`src/rtl/alu_exec_unit_if.sv`:
```
// alu_exec_unit_if: request/result bundle between the EX-stage control FSM and
//   the ALU execution unit.
// Ports (master = control side): start, op, a, b, shamt -> unit;
//   res_lo, res_hi, zero, busy, done, div_by_zero -> control.
interface alu_exec_unit_if #(
  parameter int WIDTH = 32,
  parameter int SHW   = 5
);
  logic             start;
  logic [2:0]       op;
  logic [WIDTH-1:0] a;
  logic [WIDTH-1:0] b;
  logic [SHW-1:0]   shamt;
  logic [WIDTH-1:0] res_lo;
  logic [WIDTH-1:0] res_hi;
  logic             zero;
  logic             busy;
  logic             done;
  logic             div_by_zero;

  modport master (
    output start, op, a, b, shamt,
    input  res_lo, res_hi, zero, busy, done, div_by_zero
  );

  modport slave (
    input  start, op, a, b, shamt,
    output res_lo, res_hi, zero, busy, done, div_by_zero
  );
endinterface

```
`src/rtl/alu_exec_unit.sv`:
```
// alu_exec_unit: EX-stage ALU. Single-cycle ops (ADD/SUB/OR/AND/SLT/SLL) finish
//   in 1 cycle; MULT (shift-add) and DIV (restoring) take WIDTH+1 cycles.
// Ports: clk, rst (async, active-high), bus (slave modport): start is only
//   sampled while busy=0; done pulses one cycle when res_* are written.
module alu_exec_unit #(
  parameter int WIDTH = 32,
  parameter int SHW   = 5
) (
  input  logic           clk,
  input  logic           rst,
  alu_exec_unit_if.slave bus
);

  localparam logic [2:0] OP_ADD  = 3'b000;
  localparam logic [2:0] OP_SUB  = 3'b001;
  localparam logic [2:0] OP_MULT = 3'b010;
  localparam logic [2:0] OP_DIV  = 3'b011;
  localparam logic [2:0] OP_OR   = 3'b100;
  localparam logic [2:0] OP_AND  = 3'b101;
  localparam logic [2:0] OP_SLT  = 3'b110;
  localparam logic [2:0] OP_SLL  = 3'b111;

  localparam logic [SHW:0] CNT_INIT = WIDTH[SHW:0];
  localparam logic [SHW:0] CNT_ONE  = {{SHW{1'b0}}, 1'b1};

  typedef enum logic [1:0] {S_IDLE, S_MUL, S_DIV, S_FIN} state_t;

  state_t           state_q;
  logic [WIDTH-1:0] a_q, b_q;
  // Shared iteration registers: MUL uses hi = partial product, lo = multiplier
  // (shifting out as product bits shift in); DIV uses hi = remainder,
  // lo = dividend (shifting out as quotient bits shift in).
  logic [WIDTH-1:0] acc_hi_q, acc_lo_q;
  logic [SHW:0]     cnt_q;
  logic [WIDTH-1:0] res_lo_q, res_hi_q;
  logic             zero_q, busy_q, done_q, dbz_q;

  logic [WIDTH-1:0] sc_res_d;
  logic [WIDTH:0]   mul_sum_d;
  logic [WIDTH-1:0] mul_hi_d, mul_lo_d;
  logic [WIDTH:0]   div_sh_d, div_diff_d;
  logic [WIDTH-1:0] div_rem_d, div_quo_d;

  // Single-cycle results are computed straight from the request operands and
  // registered at the acceptance edge.
  always_comb begin
    sc_res_d = '0;
    case (bus.op)
      OP_ADD: sc_res_d = bus.a + bus.b;
      OP_SUB: sc_res_d = bus.a - bus.b;
      OP_OR:  sc_res_d = bus.a | bus.b;
      OP_AND: sc_res_d = bus.a & bus.b;
      OP_SLT: sc_res_d = {{(WIDTH-1){1'b0}}, ($signed(bus.a) < $signed(bus.b))};
      OP_SLL: sc_res_d = bus.b << bus.shamt;
      default: sc_res_d = '0;
    endcase
  end

  // One shift-add step: add multiplicand if the current multiplier LSB is set,
  // then shift the whole 2*WIDTH accumulator right (carry enters at the top).
  always_comb begin
    mul_sum_d = {1'b0, acc_hi_q} + (acc_lo_q[0] ? {1'b0, a_q} : '0);
    {mul_hi_d, mul_lo_d} = {mul_sum_d, acc_lo_q[WIDTH-1:1]};
  end

  // One restoring-division step. The remainder stays below the divisor, so a
  // WIDTH+1 bit trial subtraction suffices; its MSB is the borrow.
  always_comb begin
    div_sh_d   = {acc_hi_q, acc_lo_q[WIDTH-1]};
    div_diff_d = div_sh_d - {1'b0, b_q};
    div_rem_d  = div_diff_d[WIDTH] ? div_sh_d[WIDTH-1:0] : div_diff_d[WIDTH-1:0];
    div_quo_d  = {acc_lo_q[WIDTH-2:0], ~div_diff_d[WIDTH]};
  end

  always_ff @(posedge clk or posedge rst) begin
    if (rst) begin
      state_q  <= S_IDLE;
      a_q      <= '0;
      b_q      <= '0;
      acc_hi_q <= '0;
      acc_lo_q <= '0;
      cnt_q    <= '0;
      res_lo_q <= '0;
      res_hi_q <= '0;
      zero_q   <= 1'b1;
      busy_q   <= 1'b0;
      done_q   <= 1'b0;
      dbz_q    <= 1'b0;
    end else begin
      done_q <= 1'b0;
      case (state_q)
        S_IDLE: begin
          if (bus.start) begin
            a_q    <= bus.a;
            b_q    <= bus.b;
            busy_q <= 1'b1;
            dbz_q  <= 1'b0;
            if (bus.op == OP_MULT) begin
              acc_hi_q <= '0;
              acc_lo_q <= bus.b;
              cnt_q    <= CNT_INIT;
              state_q  <= S_MUL;
            end else if (bus.op == OP_DIV && bus.b != '0) begin
              acc_hi_q <= '0;
              acc_lo_q <= bus.a;
              cnt_q    <= CNT_INIT;
              state_q  <= S_DIV;
            end else if (bus.op == OP_DIV) begin
              // Divide by zero: saturated quotient, dividend as remainder.
              res_lo_q <= '1;
              res_hi_q <= bus.a;
              zero_q   <= 1'b0;
              dbz_q    <= 1'b1;
              done_q   <= 1'b1;
              state_q  <= S_FIN;
            end else begin
              res_lo_q <= sc_res_d;
              res_hi_q <= '0;
              zero_q   <= (sc_res_d == '0);
              done_q   <= 1'b1;
              state_q  <= S_FIN;
            end
          end
        end
        S_MUL: begin
          acc_hi_q <= mul_hi_d;
          acc_lo_q <= mul_lo_d;
          cnt_q    <= cnt_q - CNT_ONE;
          if (cnt_q == CNT_ONE) begin
            res_lo_q <= mul_lo_d;
            res_hi_q <= mul_hi_d;
            zero_q   <= (mul_lo_d == '0);
            done_q   <= 1'b1;
            state_q  <= S_FIN;
          end
        end
        S_DIV: begin
          acc_hi_q <= div_rem_d;
          acc_lo_q <= div_quo_d;
          cnt_q    <= cnt_q - CNT_ONE;
          if (cnt_q == CNT_ONE) begin
            res_lo_q <= div_quo_d;
            res_hi_q <= div_rem_d;
            zero_q   <= (div_quo_d == '0);
            done_q   <= 1'b1;
            state_q  <= S_FIN;
          end
        end
        S_FIN: begin
          busy_q  <= 1'b0;
          state_q <= S_IDLE;
        end
        default: state_q <= S_IDLE;
      endcase
    end
  end

  assign bus.res_lo      = res_lo_q;
  assign bus.res_hi      = res_hi_q;
  assign bus.zero        = zero_q;
  assign bus.busy        = busy_q;
  assign bus.done        = done_q;
  assign bus.div_by_zero = dbz_q;

endmodule

```
`src/flat_wrapper.sv`:
```
// flat-port wrapper written by rule: the top's interface ports become plain ports
module alu_exec_unit_flat 
#(
  parameter int WIDTH = 32,
  parameter int SHW   = 5
)
  (clk, rst, bus_start, bus_op, bus_a, bus_b, bus_shamt, bus_res_lo, bus_res_hi, bus_zero, bus_busy, bus_done, bus_div_by_zero);
  alu_exec_unit_if #(.WIDTH(WIDTH), .SHW(SHW)) bus_i ();
  input  logic clk;
  input  logic rst;
  input wire logic [$bits(bus_i.start)-1:0] bus_start;
  input wire logic [$bits(bus_i.op)-1:0] bus_op;
  input wire logic [$bits(bus_i.a)-1:0] bus_a;
  input wire logic [$bits(bus_i.b)-1:0] bus_b;
  input wire logic [$bits(bus_i.shamt)-1:0] bus_shamt;
  output wire logic [$bits(bus_i.res_lo)-1:0] bus_res_lo;
  output wire logic [$bits(bus_i.res_hi)-1:0] bus_res_hi;
  output wire logic [$bits(bus_i.zero)-1:0] bus_zero;
  output wire logic [$bits(bus_i.busy)-1:0] bus_busy;
  output wire logic [$bits(bus_i.done)-1:0] bus_done;
  output wire logic [$bits(bus_i.div_by_zero)-1:0] bus_div_by_zero;
  assign bus_i.start = bus_start;
  assign bus_i.op = bus_op;
  assign bus_i.a = bus_a;
  assign bus_i.b = bus_b;
  assign bus_i.shamt = bus_shamt;
  assign bus_res_lo = bus_i.res_lo;
  assign bus_res_hi = bus_i.res_hi;
  assign bus_zero = bus_i.zero;
  assign bus_busy = bus_i.busy;
  assign bus_done = bus_i.done;
  assign bus_div_by_zero = bus_i.div_by_zero;
  alu_exec_unit #(.WIDTH(WIDTH), .SHW(SHW)) u_core (.clk(clk), .rst(rst), .bus(bus_i));
endmodule
```
`config.mk`:
```
export PLATFORM = sky130hd
export DESIGN_NAME = alu_exec_unit_flat
export DESIGN_NICKNAME = d
export VERILOG_FILES = /design/src/rtl/alu_exec_unit_if.sv /design/src/rtl/alu_exec_unit.sv /design/src/flat_wrapper.sv
export SDC_FILE = /design/constraint.sdc
export NUM_CORES = 1
export LEC_CHECK = 0
export BUFFER_PORTS_ARGS = -buffer_cell sky130_fd_sc_hd__buf_2
export CAP_MARGIN = 25
export CORE_MARGIN = 4
export CORE_UTILIZATION = 51
export DETAILED_ROUTE_END_ITERATION = 7
export PLACE_DENSITY = 0.69
export SYNTH_ARGS = -nofsm -noshare
export SYNTH_HDL_FRONTEND = slang
export SYNTH_SLANG_ARGS = --single-unit
```
`constraint.sdc`:
```
create_clock -name clk -period 11.3 [get_ports clk]
set_clock_uncertainty 0.05 [all_clocks]
set_input_delay 2.26 -clock clk [delete_from_list [all_inputs] [get_ports clk]]
set_output_delay 2.26 -clock clk [all_outputs]
set_load 0.01 [all_outputs]
```
==> summary.md, run 1 <==
| Metric | Value |
|---|---|
| Core ar. | `38740 um2` |
| Final Hold Violating Endpoints | `0` |
| Commonest non-fill, non-tap cell in the layout | `nand2_1` |
| RSZ-0062 raised after global routing | `false` |
| Critical path class | `in2reg` |
| Vias post-DR | `21570` |
| Power density cells | `179.3 nW/um2` |
| Initial Utilization | `51.59%` |
| CTS tree | `yes` |
| Die X-Extent | `206.0 um` |
| Max-cap viol count | `0` |
| Worst path cell trace | `buf_2 > inv_1 > ha_1 > nor4_1 > nand4_1 > a2111oi_0 > buf_4 > o21ai_1 > nand3_1 > a21oi_1 > a21oi_1 > xnor2_1 > a2111oi_0 > nand4_1 > o21ai_1` |
| Post-CTS Setup Inserts | `0` |
| DR WL/cell | `27.37 um` |
| Antenna violations before repair | `6` |
| Final wirelength | `88.12 mm` |
| Congestion Overflow GR | `0` |
| Sequential area share after synthesis | `25.55%` |
| Most frequent cells in the layout | `nand2_1, o21ai_0, a21oi_1` |
| Seq pwr share | `24.7%` |
| Buffers on Ports | `142` |
| Fin util | `56.61%` |
| Share of post-route cells with drive strength above 1 | `10.71%` |
| Post-CTS sizing | `0` |
| DRC errors left | `0` |
| Critical path endpoint category | `register` |
| Worst VDD drop | `133.0 uV` |
| Least-Margin Pin Slew | `1.032 ns` |
| Arr. time, crit path | `7.24 ns` |
| H-tree Lvls | `1` |
| Max-slew headroom | `29.42%` |
| Slowest stage delay, CP | `0.96 ns` |
| Crit path max-delay cell type | `a2111oi_0` |
| Mapped Area | `19980 um2` |
| All-Layer GR Usage | `40.27%` |
| # clock sinks | `204` |
| Die Footprint | `42420 um2` |
| Clock Power Share | `21.4%` |
| Crit start category | `input pin` |
| 1st-pass router iterations | `6` |
| Vias in the first global route | `20220` |
| Yosys warnings | `0` |
| Register area | `5106 um2` |
| Comb power frac | `53.9%` |
| Site row count | `72` |
| Hold WC Path Type | `reg2reg` |
| Area grow syn2layout | `9.729%` |
| Skew-Pair Late Insertion Delay | `0.58 ns` |
| CTS buffer count | `26` |
| Run status | `finished, final reports clean` |
| Synth Net Count | `2887` |
| First-pass GRT wire length | `129.0 mm` |
| Final setup vio count | `0` |
| DP Wirelength | `68.12 mm` |
| Crit path time final | `6.780 ns` |
| Post-synthesis instance total | `2638` |
| Multi-input gate area | `13780 um2` |
| F_max | `147.5 MHz` |
| Clock buffer depth | `3` |
| Yosys reg bits | `204` |
| Die H | `206.0 um` |
| Gpl congestion | `1.065` |
| P_sw | `1825 uW` |
| # IOs | `143` |
| DR vias/cell | `6.700` |
| Post-CTS Hold Buffers | `0` |
| Fillers | `3753` |
| Distinct cells, synth | `87` |
| CP max FO | `12` |
| Mean Syn Cell Area | `7.575 um2` |
| Fin crit share | `60.00%` |
| Setup TNS | `0 ns` |
| Switch share | `46.42%` |
| Largest net degree at the start of global routing | `138` |
| Static Leak | `0.009868 uW` |
| Clk slew on worst S/H paths | `0.06 ns` |
| Internal power | `2106 uW` |
| Pins Over Slew Limit | `0` |
| Post-synth EDFFs | `0` |
| Nets | `2929` |
| Starting DRC count in detailed routing | `2884` |
| Post-synth top flop | `dfrtp_1` |
| ANT nets after route | `0` |
| CTS root buf | `clkbuf_16` |
| Post-synthesis async set-or-reset flop share | `100.0%` |
| CP required | `11.76 ns` |
## area by class of cell
| class | instances | share of cell area, % |
|---|---|---|
| clock inverters | 15 | 0.6048 |
| multi-input cells | 2129 | 62.84 |
| flip-flops and latches | 204 | 23.29 |
| repair buffers | 172 | 4.542 |
| clock buffers | 31 | 3.190 |
| inverters | 147 | 2.550 |
| diodes | 3 | 0.03423 |
| well taps | 518 | 2.956 |
## synth_stat cells, drive strengths merged (26+ instances only)
| library cell | instances | share of area [%] |
|---|---|---|
| a221o | 31 | 1.6 |
| nor2 | 232 | 4.4 |
| a211oi | 26 | 1.0 |
| dfrtp | 203 | 25 |
| buf | 33 | 0.69 |
| a31oi | 48 | 1.5 |
| inv | 145 | 2.7 |
| nand2 | 358 | 6.7 |
| a21o | 40 | 1.5 |
| o21ai | 302 | 7.6 |
| a21oi | 248 | 6.3 |
| mux2i | 46 | 2.3 |
| clkbuf | 125 | 2.3 |
| and2 | 39 | 1.2 |
| nor3 | 49 | 1.2 |
| o211ai | 33 | 1.3 |
| nor4 | 30 | 0.94 |
| xnor2 | 53 | 2.4 |
| nand3 | 45 | 1.1 |
| ha | 170 | 11 |
## worst max-delay path: cells and delay by family
| kind | cells | cell delay, ns |
|---|---|---|
| xor+xnor | 1 | 0.09 |
| fa+ha+maj | 1 | 0.52 |
| buf+inv | 3 | 0.62 |
| compound gates | 6 | 2.28 |
| simple gates | 4 | 1.45 |
## sequential cells by signal, indices dropped and copies added (netlist names)
| register | flops |
|---|---|
| u_core.a_q | 32 |
| u_core.acc_hi_q | 32 |
| u_core.acc_lo_q | 32 |
| u_core.b_q | 32 |
| u_core.bus.busy | 1 |
| u_core.bus.div_by_zero | 1 |
| u_core.bus.done | 1 |
| u_core.bus.res_hi | 32 |
| u_core.bus.res_lo | 32 |
| u_core.bus.zero | 1 |
| u_core.cnt_q | 6 |
| u_core.state_q | 2 |
## metrics by stage
step,std cells,worst slack [ns],power (uW),cell area (um2),hold WS [ns]
after floorplan,2638,3.424,2401,19980,0.3918
after global placement,3166,3.919,2984,21000,0.4082
after detailed placement,3168,4.129,3023,21030,0.4155
after CTS,3214,4.681,3869,21870,0.4286
after global routing,3218,3.943,4140,21930,0.4409
final,3219,4.520,3931,21930,0.4238
## power by group through the flow
| stage | registers, uW | logic [uW] | clock network (uW) |
|---|---|---|---|
| 5_1_grt | 976 | 2290 | 876 |
| 4_1_cts | 962 | 2060 | 851 |
| 6_report | 969 | 2120 | 842 |
| 2_1_floorplan | 930 | 1470 | 0 |
| 3_3_place_gp | 970 | 2010 | 0 |
| 3_5_place_dp | 971 | 2050 | 0 |
## layer usage
layer	vias to the layer above	part of all wire, %	GRT usage (%)
met3	276	12	10.43
li1	9613	-	-
met2	1348	42	59.92
met4	4	6.7	21.06
met5	-	0.025	0
met1	10330	40	53.91
## path summary, 6_finish.rpt
kind | depth (start not counted) | start | slack [ns] | end
worst min register to register | 2 | u_core.a_q[1]$_DFFE_PP0P_ | 0.42 | u_core.a_q[1]$_DFFE_PP0P_
worst max register to register | 16 | u_core.acc_lo_q[31]$_DFFE_PP0P_ | 6.64 | u_core.bus.res_hi[21]$_DFFE_PP0P_
worst max-delay path | 15 | bus_b[18] | 4.52 | u_core.bus.zero$_DFFE_PP1P_
worst min-delay path | 2 | u_core.a_q[1]$_DFFE_PP0P_ | 0.42 | u_core.a_q[1]$_DFFE_PP0P_
max in group asynchronous | 4 | rst | 7.87 | u_core.b_q[17]$_DFFE_PP0P_
min in group asynchronous | 2 | rst | 1.54 | u_core.acc_hi_q[28]$_DFFE_PP0P_
## kinds of logic after synthesis
kind of cell    after synthesis  synth area share [%]
compound gates              918                 28.80
simple gates                878                 19.74
buf+inv                     305                 5.798
flops                       204                 25.55
fa+ha+maj                   174                 11.04
mux                          84                 5.741
xor+xnor                     75                 3.325
Note: power is estimated with default switching activity, not from simulation.
==> run 2, diff against run 1 <==
--- a/config.mk
+++ b/config.mk
@@ -5,12 +5,13 @@
 export SDC_FILE = /design/constraint.sdc
 export NUM_CORES = 1
 export LEC_CHECK = 0
+export ABC_AREA = 1
 export BUFFER_PORTS_ARGS = -buffer_cell sky130_fd_sc_hd__buf_2
 export CAP_MARGIN = 25
 export CORE_MARGIN = 4
 export CORE_UTILIZATION = 51
 export DETAILED_ROUTE_END_ITERATION = 7
-export PLACE_DENSITY = 0.69
+export PLACE_DENSITY = 0.72
 export SYNTH_ARGS = -nofsm -noshare
 export SYNTH_HDL_FRONTEND = slang
 export SYNTH_SLANG_ARGS = --single-unit
==> constraint.sdc (replaced) <==
create_clock -name clk -period 5.6 [get_ports clk]
set_clock_uncertainty 0.05 [all_clocks]
set_input_delay 1.12 -clock clk [delete_from_list [all_inputs] [get_ports clk]]
set_output_delay 1.12 -clock clk [all_outputs]
set_load 0.01 [all_outputs]
==> run 2 against run 1 <==
Effect of this change:
- utilization is 0.57 points lower
- synthesized cell count rose by 36%
- total power grew to 3.4 times the previous value
- routed wire length is 17% higher
- critical path type unchanged
- largest power group unchanged
- highest routed layer is now met4
==> summary.md, run 2 <==
| Metric | Value |
|---|---|
| Crit path time final | `4.023 ns` |
| CTS root buf | `clkbuf_16` |
| Nets | `3892 (+33%)` |
| Worst flop-to-flop path endpoint | `u_core.bus.res_lo[3]$_DFFE_PP0P_` |
| Commonest cells post-synth | `nand2_1, inv_1, nand3_1, nor2_1, dfrtp_1` |
| Final Hold Violating Endpoints | `0 (unchanged)` |
| Post-synthesis async set-or-reset flop share | `100.0% (unchanged)` |
| # IOs | `143 (unchanged)` |
| Initial Utilization | `51.49% (-0.099 points)` |
| Post-CTS Hold Buffers | `0 (unchanged)` |
| Pins Over Slew Limit | `0 (unchanged)` |
| Synth top area share | `22.95% (-2.5 points)` |
| DP Wirelength | `82.60 mm (+21%)` |
| Post-synthesis instance total | `3588 (+36%)` |
| Inst Count DP | `4202 (+33%)` |
| Power density cells | `557.7 nW/um2 (+210%)` |
| Die Footprint | `46790 um2 (+10%)` |
| Largest net degree at the start of global routing | `129 (-6.5%)` |
| Post-synth EDFFs | `0 (unchanged)` |
| Site row count | `76 (+5.6%)` |
| F_max | `248.5 MHz` |
| Gpl congestion | `1.174 (+10%)` |
| Crit start category | `input pin` |
| Die X-Extent | `216.3 um (+5.0%)` |
| Least-Margin Pin Slew | `1.255 ns (+0.2226 ns)` |
| Skew-Pair Late Insertion Delay | `0.56 ns (-0.02 ns)` |
| Yosys warnings | `0 (unchanged)` |
| Worst path cell trace | `buf_2 > inv_1 > ha_1 > inv_1 > fa_1 > nand2_1 > nand2_1 > nand2_1 > inv_1 > nand2_1 > nand3_1 > nor2_1 > o21ai_0 > nor2_1 > nand3_1 > nor2_1 > nand3_1 > nor2_1 > nand2_1 > a21oi_1` |
| Synth top area cells | `dfrtp_1, nand2_1, ha_1, nand3_1, inv_1` |
| Vias in the first global route | `23960 (+19%)` |
| R2R depth | `10 (-6)` |
| Mapped Area | `22130 um2 (+11%)` |
| Antenna violations before repair | `1 (-5)` |
| Fin crit share | `71.85%` |
| Max-cap viol count | `0 (unchanged)` |
| Post-synth top flop | `dfrtp_1` |
| Slowest stage delay, CP | `0.46 ns (-0.50 ns)` |
| Hold-critical path depth | `2 (unchanged)` |
| Register area | `5106 um2 (unchanged)` |
| Clock buffer depth | `3 (unchanged)` |
| Fillers | `4494 (+20%)` |
| First-pass GRT wire length | `150.2 mm (+16%)` |
| Buffers on Ports | `142 (unchanged)` |
| Area grow syn2layout | `8.837%` |
| Pre-CTS setup slack | `1.203 ns (-2.926 ns)` |
| Starting DRC count in detailed routing | `3820 (+32%)` |
| Final setup vio count | `0 (unchanged)` |
| CTS buffer count | `24 (-7.7%)` |
| Distinct cells, synth | `63 (-28%)` |
| R2r setup slk | `1.65 ns (-4.99 ns)` |
| Mean Syn Cell Area | `6.168 um2 (-19%)` |
| Die H | `216.3 um (+5.0%)` |
| Congestion Overflow GR | `0 (unchanged)` |
| Switch share | `54.37% (+7.9 points)` |
| Hold path startpoint | `u_core.a_q[23]$_DFFE_PP0P_` |
| Core ar. | `42980 um2 (+11%)` |
| Multi-input gate area | `14460 um2 (+4.9%)` |
| DR vias/cell | `6.046 (-9.8%)` |
| Commonest non-fill, non-tap cell in the layout | `nand2_1` |
| DRC errors left | `0 (unchanged)` |
| Hold WC Path Type | `reg2reg` |
| Worst hold slack | `0.4342 ns (+0.01042 ns)` |
| Post-CTS sizing | `0 (unchanged)` |
| Fin util | `56.04% (-0.57 points)` |
| Vias post-DR | `25680 (+19%)` |
| Crit path max-delay cell type | `nor2_1` |
| P_sw | `7304 uW (+300%)` |
| DR WL/cell | `24.24 um (-11%)` |
| Hold worst-path end | `u_core.a_q[23]$_DFFE_PP0P_` |
| Clk slew on worst S/H paths | `0.06 ns (about the same)` |
| Most numerous cell in the Yosys netlist | `nand2_1` |
| Static Leak | `0.01264 uW (+28%)` |
| H-tree Lvls | `1 (unchanged)` |
| CTS tree | `yes` |
| 1st-pass router iterations | `8 (+2)` |
| Comb power frac | `66.1% (+12 points)` |
| Max-slew headroom | `15.47% (-14 points)` |
| Worst VDD drop | `552.4 uV (+320%)` |
| RSZ-0062 raised after global routing | `false` |
| Synth Net Count | `3837 (+33%)` |
| # clock sinks | `204 (unchanged)` |
| CP max FO | `4 (-8)` |
| CP required | `6.02 ns (-5.74 ns)` |
| Clock Power Share | `13.1% (-8.3 points)` |
| Worst setup margin | `1.577 ns (-2.944 ns)` |
| Sequential area share after synthesis | `23.07% (-2.5 points)` |
| Setup TNS | `0 ns (unchanged)` |
| ANT nets after route | `0 (unchanged)` |
| Cell Count, Final, Fillers Out | `4247 (+32%)` |
| Seq pwr share | `20.8% (-3.9 points)` |
| Worst r2r src | `u_core.state_q[1]$_DFFE_PP0P_` |
| Crit path top cell by count | `nand2_1` |
| Run status | `finished, final reports clean` |
| Most frequent cells in the layout | `nand2_1, inv_1, nand3_1` |
| Yosys reg bits | `204 (unchanged)` |
| Cell type with the largest total area after synthesis | `dfrtp_1` |
| Share of post-route cells with drive strength above 1 | `9.178% (-1.5 points)` |
| Final wirelength | `102.9 mm (+17%)` |
| All-Layer GR Usage | `42.37% (+2.1 points)` |
| Critical path class | `in2reg` |
| Arr. time, crit path | `4.44 ns (-2.80 ns)` |
| Internal power | `6130 uW (+190%)` |
| Post-CTS Setup Inserts | `0 (unchanged)` |
| Critical path endpoint category | `register` |
==> run 2: cell types whose count changed after synthesis, moves of 41 or more <==
cell | before | now
inv_1 | 144 | 486
mux2i_1 | 46 | 1
nand3_1 | 45 | 388
a21oi_1 | 245 | 184
nand2_1 | 357 | 1041
a31oi_1 | 48 | 7
o21ai_0 | 286 | 200
clkbuf_1 | 125 | 77
==> run 2: power groups by stage <==
stage | Sequential [uW] | Combinational [uW] | Clock, uW
finish | 2790 | 8890 | 1760
global route | 2860 | 9660 | 1830
CTS | 2760 | 8650 | 1770
detailed placement | 2770 | 8600 | 0
global placement | 2760 | 8550 | 0
floorplan | 2700 | 6200 | 0
==> run 2: worst max-delay path, delay by kind of cell <==
kind,cells,cell delay [ns]
AO/OA/AOI/OAI,2,0.29
buffers and inverters,4,0.49
adder cells (fa/ha/maj),2,0.64
AND/OR/NAND/NOR,12,1.88
==> run 2: worst max path at each step <==
stage,start,end,slack [ns],cells after the start
detailed placement,bus_b[12],u_core.bus.res_lo[3]$_DFFE_PP0P_,1.20,10
floorplan,rst,u_core.a_q[0]$_DFFE_PP0P_,1.79,1
global route,u_core.state_q[1]$_DFFE_PP0P_,u_core.bus.res_lo[3]$_DFFE_PP0P_,1.47,10
CTS,bus_b[12],u_core.bus.res_lo[3]$_DFFE_PP0P_,1.74,10
finish,bus_a[0],u_core.bus.zero$_DFFE_PP1P_,1.58,20
global placement,bus_op[1],u_core.bus.res_lo[3]$_DFFE_PP0P_,1.18,10
==> run 2: cell type report <==
class                           instances  share of cell area, %
Clock buffer                           33                  2.841
Sequential cell                       204                  21.20
Tap cell                              585                  3.039
Clock inverter                         11                 0.8259
Inverter                              502                  7.849
Timing Repair Buffer                  179                  4.208
Antenna cell                            1                0.01039
Multi-Input combinational cell       2732                  60.03
==> run 2: through the flow <==
step,total power (uW),instance area (um2)
global placement,11310,23190
floorplan,8907,22140
finish,13430,24090
detailed placement,11370,23200
CTS,13180,24080
global route,14340,24090
==> run 2: metal layers <==
layer	GRT usage [%]	routed length (um)	part of all wire [%]	vias up
met2	61.80	41970	41	1596
met4	25.35	7823	7.6	0
met1	57.37	41690	40	11900
met5	0	0	0	-
li1	-	-	-	11850
met3	9.534	11460	11	340
==> run 2: cells by family (layout without fill, tap and decap cells) <==
| logic type | Yosys count | after routing | synth area share, % |
|---|---|---|---|
| other cells | 0 | 1 | 0 |
| fa+ha+maj | 174 | 174 | 9.973 |
| flops | 204 | 204 | 23.07 |
| xor+xnor | 24 | 24 | 0.9498 |
| mux | 1 | 1 | 0.04523 |
| simple gates | 1863 | 1863 | 36.16 |
| buf+inv | 652 | 725 | 11.75 |
| compound gates | 670 | 670 | 18.05 |
